--- src/rtl/cache_refill_pkg.sv ---
// Shared cache geometry and refill-engine state encodings.
package cache_refill_pkg;

  localparam int unsigned CACHE_INDEX_AW  = 8;
  localparam int unsigned CACHE_OFFSET_AW = 4;
  localparam int unsigned DATA_WIDTH      = 32;
  localparam int unsigned CACHE_BANK_NUM  = 4;

  localparam int unsigned CACHE_REFILL_BEATS = CACHE_BANK_NUM;

  typedef enum logic [1:0] {
    CACHE_REFILL_IDLE = 2'd0,
    CACHE_REFILL_REQ  = 2'd1,
    CACHE_REFILL_FILL = 2'd2,
    CACHE_REFILL_DONE = 2'd3
  } cache_refill_state_e;

endpackage

--- src/rtl/cache_refill.sv ---
// Line-refill engine: one aligned memory read, four beats written bank by bank into the
// data array, critical word forwarded, then a tag-write/done pulse.
module cache_refill
  import cache_refill_pkg::*;
#(
  parameter int unsigned ADDR_W    = 32,
  parameter int unsigned INDEX_AW  = CACHE_INDEX_AW,
  parameter int unsigned OFFSET_AW = CACHE_OFFSET_AW,
  parameter int unsigned DATA_W    = DATA_WIDTH,
  parameter int unsigned BEATS     = CACHE_REFILL_BEATS,
  parameter int unsigned TAG_W     = ADDR_W - INDEX_AW - OFFSET_AW
) (
  input  logic                   clk,
  input  logic                   rst_n,
  input  logic                   miss_valid_i,
  output logic                   miss_ready_o,
  input  logic [ADDR_W-1:0]      miss_addr_i,
  output logic                   mem_req_valid_o,
  input  logic                   mem_req_ready_i,
  output logic [ADDR_W-1:0]      mem_req_addr_o,
  input  logic                   mem_rvalid_i,
  input  logic [DATA_W-1:0]      mem_rdata_i,
  input  logic                   mem_rlast_i,
  output logic [INDEX_AW-1:0]    data_index_o,
  output logic [OFFSET_AW-1:0]   data_offset_o,
  output logic [DATA_W/8-1:0]    data_wr_en_o,
  output logic [DATA_W-1:0]      data_wr_data_o,
  output logic                   crit_valid_o,
  output logic [DATA_W-1:0]      crit_data_o,
  output logic                   tag_wr_o,
  output logic [TAG_W-1:0]       tag_o,
  output logic                   refill_done_o,
  output logic                   busy_o,
  output logic                   err_o
);

  localparam int unsigned BeatCw   = $clog2(BEATS);
  localparam int unsigned ByteOffW = OFFSET_AW - BeatCw;
  localparam logic [BeatCw-1:0] LastBeat = BeatCw'(BEATS - 1);

  cache_refill_state_e state_q, state_d;

  logic [TAG_W-1:0]    tag_q, tag_d;
  logic [INDEX_AW-1:0] index_q, index_d;
  logic [BeatCw-1:0]   crit_q, crit_d;
  logic [BeatCw-1:0]   beat_cnt_q, beat_cnt_d;
  logic                wr_en_q, wr_en_d;
  logic [BeatCw-1:0]   bank_q, bank_d;
  logic [DATA_W-1:0]   wr_data_q, wr_data_d;
  logic                crit_valid_q, crit_valid_d;
  logic                err_q, err_d;
  logic                err_seen_q, err_seen_d;
  logic                last_mismatch;

  // Byte-within-word address bits never matter for a line refill.
  logic unused_addr;
  assign unused_addr = ^miss_addr_i[ByteOffW-1:0];

  always_comb begin
    state_d         = state_q;
    tag_d           = tag_q;
    index_d         = index_q;
    crit_d          = crit_q;
    beat_cnt_d      = beat_cnt_q;
    bank_d          = bank_q;
    wr_data_d       = wr_data_q;
    err_seen_d      = err_seen_q;
    wr_en_d         = 1'b0;
    crit_valid_d    = 1'b0;
    err_d           = 1'b0;
    last_mismatch   = 1'b0;
    miss_ready_o    = 1'b0;
    mem_req_valid_o = 1'b0;

    case (state_q)
      CACHE_REFILL_IDLE: begin
        miss_ready_o = 1'b1;
        if (miss_valid_i) begin
          tag_d   = miss_addr_i[ADDR_W-1 -: TAG_W];
          index_d = miss_addr_i[OFFSET_AW +: INDEX_AW];
          crit_d  = miss_addr_i[ByteOffW +: BeatCw];
          state_d = CACHE_REFILL_REQ;
        end
      end
      CACHE_REFILL_REQ: begin
        mem_req_valid_o = 1'b1;
        if (mem_req_ready_i) begin
          beat_cnt_d = '0;
          err_seen_d = 1'b0;
          state_d    = CACHE_REFILL_FILL;
        end
      end
      CACHE_REFILL_FILL: begin
        if (mem_rvalid_i) begin
          wr_en_d       = 1'b1;
          bank_d        = beat_cnt_q;
          wr_data_d     = mem_rdata_i;
          crit_valid_d  = (beat_cnt_q == crit_q);
          last_mismatch = mem_rlast_i != (beat_cnt_q == LastBeat);
          // Report only the first framing error of a refill; the count still rules.
          if (last_mismatch && !err_seen_q) begin
            err_d      = 1'b1;
            err_seen_d = 1'b1;
          end
          beat_cnt_d = beat_cnt_q + 1'b1;
          if (beat_cnt_q == LastBeat) begin
            state_d = CACHE_REFILL_DONE;
          end
        end
      end
      CACHE_REFILL_DONE: begin
        state_d = CACHE_REFILL_IDLE;
      end
      default: begin
        state_d = CACHE_REFILL_IDLE;
      end
    endcase
  end

  always_ff @(posedge clk or negedge rst_n) begin
    if (!rst_n) begin
      state_q      <= CACHE_REFILL_IDLE;
      tag_q        <= '0;
      index_q      <= '0;
      crit_q       <= '0;
      beat_cnt_q   <= '0;
      wr_en_q      <= 1'b0;
      bank_q       <= '0;
      wr_data_q    <= '0;
      crit_valid_q <= 1'b0;
      err_q        <= 1'b0;
      err_seen_q   <= 1'b0;
    end else begin
      state_q      <= state_d;
      tag_q        <= tag_d;
      index_q      <= index_d;
      crit_q       <= crit_d;
      beat_cnt_q   <= beat_cnt_d;
      wr_en_q      <= wr_en_d;
      bank_q       <= bank_d;
      wr_data_q    <= wr_data_d;
      crit_valid_q <= crit_valid_d;
      err_q        <= err_d;
      err_seen_q   <= err_seen_d;
    end
  end

  assign mem_req_addr_o = {tag_q, index_q, {OFFSET_AW{1'b0}}};
  assign data_index_o   = index_q;
  assign data_offset_o  = {bank_q, {ByteOffW{1'b0}}};
  assign data_wr_en_o   = {(DATA_W/8){wr_en_q}};
  assign data_wr_data_o = wr_data_q;
  assign crit_valid_o   = crit_valid_q;
  assign crit_data_o    = wr_data_q;
  // The final bank write lands in the same cycle as DONE.
  assign tag_wr_o       = (state_q == CACHE_REFILL_DONE);
  assign refill_done_o  = (state_q == CACHE_REFILL_DONE);
  assign tag_o          = tag_q;
  assign busy_o         = (state_q != CACHE_REFILL_IDLE);
  assign err_o          = err_q;

endmodule

--- config.mk ---
export PLATFORM = sky130hd
export DESIGN_NAME = cache_refill
export DESIGN_NICKNAME = d
export VERILOG_FILES = /design/src/rtl/cache_refill_pkg.sv /design/src/rtl/cache_refill.sv
export SDC_FILE = /design/constraint.sdc
export NUM_CORES = 1
export LEC_CHECK = 0
export ABC_AREA = 1
export CAP_MARGIN = 20
export CORE_MARGIN = 2
export CORE_UTILIZATION = 37
export DETAILED_ROUTE_END_ITERATION = 12
export GPL_TIMING_DRIVEN = 0
export PLACE_DENSITY = 0.88
export SLEW_MARGIN = 20
export SYNTH_ARGS = -nofsm -noshare
export SYNTH_HDL_FRONTEND = slang
export SYNTH_SLANG_ARGS = --single-unit
--- constraint.sdc ---
create_clock -name clk -period 1.8 [get_ports clk]
set_clock_uncertainty 0.15 [all_clocks]
set_input_delay 0.36 -clock clk [delete_from_list [all_inputs] [get_ports clk]]
set_output_delay 0.36 -clock clk [all_outputs]
set_load 0.01 [all_outputs]
==> flow_metrics.tcl <==
set metrics [dict create \
    synth_mux_area_share_pct 9.85 \
    die_x_um 100 \
    r2r-end "crit_data_o[20]$_DFFE_PN0P_" \
    grt_pass1_wl_mm 14.9 \
    fin_cells 682 \
    vias 2996 \
    worstSetupEndpointType "output pin" \
    slowest_stage "clkdlybuf4s50_1" \
    cts.sinks 72 \
    arrival_ps 1240 \
    die-area_um2 10100 \
    power.leakage_uw 0.00347 \
    finalHoldViolCount 0 \
    area_growth_pct 73.0 \
    grt_overflow 0 \
    synth-compound-area-share_pct 1.13 \
    ios 209 \
    core_um2 9110 \
    syn-cell-area_um2 3430 \
    ant_nets 0 \
    cts_inserted_buffers 9 \
    ys_ff_latch 72 \
    drt_first_iter_violations 84 \
    critical-path-top-delay-family "buffers and inverters" \
    port_buffers 200 \
    synth_cell_types 21 \
    clkSlewWorstSetupHoldPaths_ps 90 \
    fmax_ghz 0.571 \
    cp.depth 1 \
    rr_startpoint "state_q[0]$_DFFE_PN0P_" \
    critical_path_required_ps 1290 \
    outcome "finished, final reports clean" \
    critPathMaxFanout 3 \
    synth-xor-area-share_pct 0.255 \
    period_share_pct 97.3 \
    place_inst 655 \
    floorplan.initialDensity_pct 37.7 \
    path_buf_inv 1 \
    final_cell_mix "nand2_1, buf_4, dlygate4sd2_1, clkdlybuf4s50_1, dfrtp_1" \
    cts_buffer_depth 2 \
    firstDrtPassIters 4 \
    dpl.hpwl_mm 7.47 \
    first_global_vias 3036 \
    p_per_area_nw_per_um2 1690 \
    rsz0062_at_grt "true" \
    critPathMaxStageDelay_ps 540 \
    crit_end "crit_data_o[0]" \
    yosys_warnings 0 \
    wire_per_inst_um 14.1 \
    criticalPathCategory "reg2out" \
    die_y_um 100 \
    rows 35 \
    drive_gt1_share_pct 26.4 \
    period_needed_ps 1750 \
    htreeDepth 3 \
    synth_adder_area_share_pct 2.19 \
    drv_cap 0 \
    seq_area_frac_synth_pct 52.5 \
    final_common_cell "nand2_1" \
    syn_inst 338 \
    critical_path.startpoint "crit_data_o[0]$_DFFE_PN0P_" \
    ff2ff_setup_slack_ps 170 \
    viasPerCell 4.39 \
    syn_area_per_cell_um2 10.1 \
    hp-class "in2async" \
    cp-start-kind "flop" \
    antenna_found_initial 0 \
    totalWireLength_mm 9.61 \
    reg2regPathDepth 7 \
    synthSimpleGateAreaFrac_pct 14.6 \
    fin_nets 642 \
    setup_viol 0 \
    diodes 0 \
    gp_congestion 0.759 \
    drc 0 \
    root_buffer "clkbuf_8" \
    insertion_delay_ps 320 \
    grt_usage_pct 18.5 \
    slew_violations 0 \
    path_cells "clkdlybuf4s50_1" \
    grt_max_degree 44 \
    cts_tree "done" \
    final_core_util_pct 65.1 \
    synth_top_family_by_area "buffers and inverters" \
    peakVddDrop_v 0.000784 \
]
-- how the worst min path moves through the flow --
stage,slack [ps],depth (start not counted),start,to
5_1_grt,350,2,rst_n,crit_data_o[9]$_DFFE_PN0P_
2_1_floorplan,-90,0,rst_n,bank_q[0]$_DFFE_PN0P_
3_3_place_gp,310,2,err_seen_q$_DFFE_PN0P_,err_seen_q$_DFFE_PN0P_
3_5_place_dp,160,1,rst_n,crit_data_o[9]$_DFFE_PN0P_
4_1_cts,330,2,rst_n,crit_data_o[9]$_DFFE_PN0P_
6_report,320,2,rst_n,crit_data_o[9]$_DFFE_PN0P_
-- power by group --
part | internal (uW) | total, uW | switching [uW]
Clock | 783 | 1400 | 618
Sequential | 2380 | 3000 | 618
Combinational | 3310 | 5610 | 2300
-- layout make-up --
cell class / count / area, um^2
inverter: 12 / 47.5
sequential: 72 / 1800
clock inverter: 7 / 96.3
timing repair buffer: 212 / 2090
clock buffer: 9 / 124
fill: 748 / 3180
tap: 111 / 139
buffer: 81 / 619
multi-input combinational: 178 / 1010
-- cell usage after synthesis --
library cell	instances	area share [%]
a21oi_1	1	0.15
buf_2	3	0.44
buf_4	73	16
buf_6	5	1.6
conb_1	1	0.11
dfrtp_1	72	53
ha_1	6	2.2
inv_1	10	1.1
inv_2	2	0.22
mux2_1	4	1.3
mux2_2	26	8.5
nand2_1	119	13
nand2_2	1	0.18
nand3_1	2	0.29
nand4_1	2	0.36
nor2_1	3	0.33
o211a_1	1	0.29
o21ai_0	3	0.44
o21ai_2	1	0.26
or2_2	2	0.36
xnor2_1	1	0.26
-- flip-flops by register name, summed over array words and instances (netlist names) --
register	count
crit_q	2
state_q	2
crit_data_o	32
bank_q	2
beat_cnt_q	2
wr_en_q	1
tag_o	20
crit_valid_o	1
err_o	1
data_index_o	8
err_seen_q	1
-- metal layers --
| layer | GRT usage [%] | share of wire [%] | vias to the layer above |
|---|---|---|---|
| met5 | 0 | 0 | - |
| met4 | 5.80 | 1.1 | 0 |
| met3 | 3.20 | 4.7 | 9 |
| met2 | 35.5 | 57 | 98 |
| met1 | 20.7 | 38 | 1455 |
| li1 | - | - | 1434 |
-- stage by stage --
| stage | total power (uW) | TNS (ps) | worst slack (ps) | hold WS, ps | cell area (um^2) |
|---|---|---|---|---|---|
| 5_1_grt | 10700 | -6.20 | -6.20 | 354 | 5930 |
| 3_5_place_dp | 9280 | -46.9 | -38.6 | 163 | 5610 |
| 6_report | 10000 | 0 | 48.3 | 324 | 5930 |
| 2_1_floorplan | 5850 | 0 | 226 | -85.6 | 3450 |
| 4_1_cts | 10200 | -8.33 | -8.33 | 327 | 5820 |
| 3_3_place_gp | 9040 | -160370 | -2230 | 310 | 5590 |
-- cells by family after synthesis --
kind of cell | after synthesis
other | 1
DFF | 72
xor gates and xnor gates | 1
muxes | 30
AOI/OAI and AO/OA | 6
adders and majority gates | 6
and+or+nand+nor | 129
buffers and inverters | 93
-- repair_timing --
action                                 CTS  global route
resized for setup                      103            46
endpoints found under the hold margin   29             0
pin swaps                                1             0
setup buffers                           10             0
cloned                                   0             0
setup endpoints to repair               89            45
hold buffers                             1             0
Note: power is estimated with default switching activity, not from simulation.
